$ cat src/rtl/pit_irq_ctrl.sv
// pit_irq_ctrl: collects interrupt pulses from interval timers, latches them
// as pending bits with saturating per-source miss counters, and presents one
// request at a time to the host through a req/ack handshake, lowest index
// first.
module pit_irq_ctrl #(
  parameter int NUM_SRC = 4,
  parameter int MISS_W  = 4,
  parameter int ID_W    = 2
) (
  input  logic                clk,
  input  logic                rst_n,
  input  logic [NUM_SRC-1:0]  irq_in,
  input  logic                mask_we,
  input  logic [NUM_SRC-1:0]  mask_data,
  input  logic                clear_all,
  input  logic                ack,
  output logic                irq_out,
  output logic [ID_W-1:0]     irq_id,
  output logic [MISS_W-1:0]   miss_count,
  output logic [NUM_SRC-1:0]  pending
);

  typedef enum logic [1:0] {IDLE, ASSERT, HOLDOFF} state_t;

  state_t             state;
  logic [NUM_SRC-1:0] irq_q;
  logic [NUM_SRC-1:0] mask;
  logic [MISS_W-1:0]  miss [NUM_SRC];

  logic [NUM_SRC-1:0] evt;
  logic [NUM_SRC-1:0] req;
  logic [ID_W-1:0]    first_id;
  logic               ack_hit;

  assign evt     = irq_in & ~irq_q;
  assign req     = pending & mask;
  assign ack_hit = (state == ASSERT) && ack;

  // Lowest-index enabled pending source
  always_comb begin
    logic found;
    found    = 1'b0;
    first_id = '0;
    for (int unsigned i = 0; i < NUM_SRC; i++) begin
      if (req[i] && !found) begin
        found    = 1'b1;
        first_id = ID_W'(i);
      end
    end
  end

  // Input delay register for rising-edge detection
  always_ff @(posedge clk or negedge rst_n) begin
    if (!rst_n) irq_q <= '0;
    else        irq_q <= irq_in;
  end

  // Mask register
  always_ff @(posedge clk or negedge rst_n) begin
    if (!rst_n)       mask <= '0;
    else if (mask_we) mask <= mask_data;
  end

  // Pending bits and saturating miss counters; a new event coinciding with
  // the ack of the same source re-arms pending without counting a miss
  always_ff @(posedge clk or negedge rst_n) begin
    if (!rst_n) begin
      pending <= '0;
      for (int unsigned i = 0; i < NUM_SRC; i++) miss[i] <= '0;
    end else begin
      for (int unsigned i = 0; i < NUM_SRC; i++) begin
        if (clear_all) begin
          pending[i] <= 1'b0;
          miss[i]    <= '0;
        end else if (ack_hit && (ID_W'(i) == irq_id)) begin
          pending[i] <= evt[i];
          miss[i]    <= '0;
        end else if (evt[i]) begin
          pending[i] <= 1'b1;
          if (pending[i] && (miss[i] != '1)) miss[i] <= miss[i] + MISS_W'(1);
        end
      end
    end
  end

  // Presentation FSM with registered irq_out, irq_id and miss_count
  always_ff @(posedge clk or negedge rst_n) begin
    if (!rst_n) begin
      state      <= IDLE;
      irq_out    <= 1'b0;
      irq_id     <= '0;
      miss_count <= '0;
    end else if (clear_all) begin
      state      <= IDLE;
      irq_out    <= 1'b0;
      miss_count <= '0;
    end else begin
      case (state)
        IDLE: begin
          if (|req) begin
            state      <= ASSERT;
            irq_out    <= 1'b1;
            irq_id     <= first_id;
            miss_count <= miss[first_id];
          end
        end
        ASSERT: begin
          if (ack) begin
            state      <= HOLDOFF;
            irq_out    <= 1'b0;
            miss_count <= '0;
          end else begin
            miss_count <= miss[irq_id];
          end
        end
        HOLDOFF: state <= IDLE;
        default: begin
          state   <= IDLE;
          irq_out <= 1'b0;
        end
      endcase
    end
  end

endmodule

$ cat config.mk
export PLATFORM = sky130hd
export DESIGN_NAME = pit_irq_ctrl
export DESIGN_NICKNAME = d
export VERILOG_FILES = /design/src/rtl/pit_irq_ctrl.sv
export SDC_FILE = /design/constraint.sdc
export NUM_CORES = 1
export LEC_CHECK = 0
export BUFFER_PORTS_ARGS = -buffer_cell sky130_fd_sc_hd__clkbuf_2
export CAP_MARGIN = 20
export CORE_UTILIZATION = 50
export DETAILED_ROUTE_END_ITERATION = 16
export PLACE_DENSITY = 0.77
export SYNTH_ARGS = -nofsm -noshare
export SYNTH_HDL_FRONTEND = slang
export SYNTH_SLANG_ARGS = --single-unit
$ cat constraint.sdc
create_clock -name clk -period 1.8 [get_ports clk]
set_clock_uncertainty 0.1 [all_clocks]
set_input_delay 0.09 -clock clk [delete_from_list [all_inputs] [get_ports clk]]
set_output_delay 0.09 -clock clk [all_outputs]
set_load 0.01 [all_outputs]
==> results.txt <==
Worst setup EP type -> flip-flop
Layout cell share with drive strength beyond 1 -> 22.1%
Maximum frequency from static timing analysis -> 614 MHz
Routed wirelength normalized by instance count -> 15.8 µm
Post-synthesis instance area -> 2020 µm²
Residual antenna-violating net count after detailed routing -> 0
Total negative slack -> 0 ps
H-tree level count -> 2
Clock latency on the worst-skew pair -> 290 ps
Layout Nets -> 252
Maximum number of pins on one net before global-route repair -> 38
Critical path launch point type -> flip-flop
Most instantiated cells after synthesis -> sky130_fd_sc_hd__dfrtp_1 (37), sky130_fd_sc_hd__nor2_1 (23), sky130_fd_sc_hd__xnor2_1 (12)
Clock Tree Buf Depth -> 2
Average size of a mapped cell -> 10.5 µm²
Standby leakage power -> 1.06 nW
Initial cell density of the core -> 53.7%
Initial antenna violation count -> 0
VDD IR-drop max -> 0.462 mV
Routed vias/inst -> 5.99
Global router's overall resource usage -> 24.2%
Pwr Density -> 815 nW/µm²
Clock tree sinks -> 37
Yosys warning total -> 0
Number of flops mapped to enable cells by yosys -> 0
Syn Inst Count -> 193
Worst slack after detailed placement -> 179 ps
Layout-stage area growth over the synthesis result -> 19.6%
Part of the cycle the worst path needs -> 90.5%
Count of filler cells inserted in the layout -> 313
Number of nets produced by synthesis -> 210
Worst slew pin tran -> 469 ps
Top-area cell type share of the netlist area -> 45.7%
Hold bufs inserted after CTS -> 9
Antenna diodes -> 0
Yosys top cell by area -> sky130_fd_sc_hd__dfrtp_1
Area enclosed by the die boundary -> 4310 µm²
Placement row count -> 22
Proportion of register bits with asynchronous set or reset after synthesis -> 100%
Vias in the first global route -> 1669
Sequential share of the synthesized area -> 45.7%
Clock transition at the register clock pins on the worst setup and hold paths after CTS -> 70 ps
Starting DRC count in detailed routing -> 80
Most used DFF post-synth -> sky130_fd_sc_hd__dfrtp_1
Data arrival time at the worst-slack endpoint -> 1760 ps
Unrepaired setup endpoints after global routing -> false
TritonCTS clock tree -> done
Classification of the worst-slack hold path -> primary input to flip-flop
Remaining Overflow, GRT -> 0
Area contributors post-synth -> sky130_fd_sc_hd__dfrtp_1 (46%), sky130_fd_sc_hd__xnor2_1 (5.2%), sky130_fd_sc_hd__mux4_2 (4.4%), sky130_fd_sc_hd__nor2_1 (4.3%), sky130_fd_sc_hd__a311oi_1 (3.0%)
Total detailed-routing wirelength -> 4480 µm
CTS root buffer -> sky130_fd_sc_hd__clkbuf_8
Crit Path Max Fanout -> 7
Number of instances resized during post-cts repair -> 0
Die span in x -> 65.6 µm
First-pass DRT Iterations -> 4
Final Critical Period -> 1630 ps
Relative slew margins -> 68.8%
Via total after detailed routing -> 1696
Count of pins over their slew limit -> 0
CTS Buf Count -> 5
Post-synthesis register bit count -> 37
Final setup fails -> 0
Wire length of the first global-routing pass -> 7690 µm
Top-count cell post-synth -> sky130_fd_sc_hd__dfrtp_1
DRC violations left -> 0
HPWL after detailed placement -> 3380 µm
Worst Setup Path Type -> flip-flop to flip-flop
Count of unique library cells instantiated by Yosys -> 40
Overall die height -> 65.6 µm
Global placement routability congestion -> 0.960
Area of the placeable core -> 3770 µm²
Number of buffers added for setup after CTS -> 0
I/O pin count -> 24
Port Buf Inserts -> 23
Max capacitance violation total -> 0
Crit path required time -> 1930 ps
Worst path setup slack after routing -> 171 ps
Hold violation count in the final report -> 0
Outcome -> complete, no violations
power by group:
| group | leakage [nW] | internal (W) | switching, W |
|---|---|---|---|
| registers | 0.487 | 0.000890 | 0.0000790 |
| clock network | 0.0443 | 0.000303 | 0.000272 |
| logic | 0.528 | 0.000208 | 0.000221 |
| total | 1.06 | 0.00140 | 0.000573 |
path summary, 6_finish.rpt:
kind	depth (start not counted)	end	from	slack (ps)
min reg2reg	1	miss_count[2]	miss_count[2]	380
max in group asynchronous	3	pending[3]	rst_n	990
max	5	miss_count[1]	pending[1]	170
min in group asynchronous	3	state[0]	rst_n	280
max reg2reg	5	miss_count[1]	pending[1]	170
min	2	mask[0]	mask_we	20
final cells by class:
type / instances / area [µm²] / area share, %
Inverter: 7 / 26.3 / 1.09
Sequential cell: 37 / 926 / 38.2
Multi-Input combinational cell: 140 / 1030 / 42.4
Timing Repair Buffer: 44 / 295 / 12.2
Tap cell: 48 / 60.1 / 2.48
Clock buffer: 7 / 86.3 / 3.57
routing by layer:
layer | global-route usage [%] | routed length [µm] | vias to the layer above
met5 | 0 | 0 | -
met4 | 11.4 | 138 | 0
met3 | 6.25 | 304 | 15
met2 | 39.9 | 2170 | 73
met1 | 29.3 | 1870 | 812
li1 | - | - | 796
flip-flops by register name, summed over array words and instances, names as in the netlist:
| signal | count |
|---|---|
| irq_id | 2 |
| irq_out | 1 |
| irq_q | 4 |
| mask | 4 |
| miss | 16 |
| miss_count | 4 |
| pending | 4 |
| state | 2 |
worst max-delay path, stage by stage, from the launching register on:
cell and delay, ps:
sky130_fd_sc_hd__dfrtp_1 440, sky130_fd_sc_hd__a222oi_1 370, sky130_fd_sc_hd__buf_4 190, sky130_fd_sc_hd__o21ai_0 70, sky130_fd_sc_hd__a311oi_1 280, sky130_fd_sc_hd__a21o_1 120
cell families (layout without fill, tap and decap cells):
logic type	count (synthesis)	count (layout)	synth area share (%)
muxes	12	12	8.65
DFF	37	37	45.7
buffers and inverters	16	58	3.52
adders and majority gates	4	4	2.47
xor gates and xnor gates	12	12	5.19
AOI/OAI and AO/OA	57	57	20.9
and+or+nand+nor	55	55	13.5
cells in the final DEF, fill, tap and decap left out, types with 2 or more instances in the layout:
| cell type | count |
|---|---|
| sky130_fd_sc_hd__mux2_2 | 4 |
| sky130_fd_sc_hd__o21ai_0 | 7 |
| sky130_fd_sc_hd__a31oi_1 | 8 |
| sky130_fd_sc_hd__o211ai_1 | 3 |
| sky130_fd_sc_hd__a21oi_1 | 8 |
| sky130_fd_sc_hd__nand3b_1 | 5 |
| sky130_fd_sc_hd__nand2_1 | 6 |
| sky130_fd_sc_hd__xnor2_1 | 12 |
| sky130_fd_sc_hd__clkbuf_2 | 23 |
| sky130_fd_sc_hd__a311oi_1 | 7 |
| sky130_fd_sc_hd__nand2b_1 | 5 |
| sky130_fd_sc_hd__o31ai_2 | 2 |
| sky130_fd_sc_hd__nand3_1 | 5 |
| sky130_fd_sc_hd__dfrtp_1 | 37 |
| sky130_fd_sc_hd__nor2b_1 | 4 |
| sky130_fd_sc_hd__clkbuf_8 | 6 |
| sky130_fd_sc_hd__dlygate4sd3_1 | 9 |
| sky130_fd_sc_hd__a22o_1 | 2 |
| sky130_fd_sc_hd__and2_1 | 2 |
| sky130_fd_sc_hd__buf_4 | 12 |
| sky130_fd_sc_hd__mux2i_1 | 4 |
| sky130_fd_sc_hd__ha_1 | 4 |
| sky130_fd_sc_hd__a32o_1 | 3 |
| sky130_fd_sc_hd__inv_1 | 7 |
| sky130_fd_sc_hd__nor2_1 | 23 |
| sky130_fd_sc_hd__a21o_1 | 3 |
| sky130_fd_sc_hd__mux4_2 | 4 |
| sky130_fd_sc_hd__o21bai_1 | 2 |
| sky130_fd_sc_hd__a211oi_1 | 5 |
through the flow:
stage | util [%] | power [W] | instance area, µm² | hold WS [ps] | std cells
after floorplan | - | 0.00123 | 2020 | -306 | 193
after global placement | 59.5 | 0.00139 | 2240 | 57.0 | 267
after detailed placement | 59.5 | 0.00140 | 2240 | 60.9 | 267
after CTS | 64.2 | 0.00199 | 2420 | 8.67 | 283
after global routing | 64.2 | 0.00208 | 2420 | 22.8 | 283
final | 64.2 | 0.00197 | 2420 | 16.7 | 283
(Power assumes the default switching activity.)
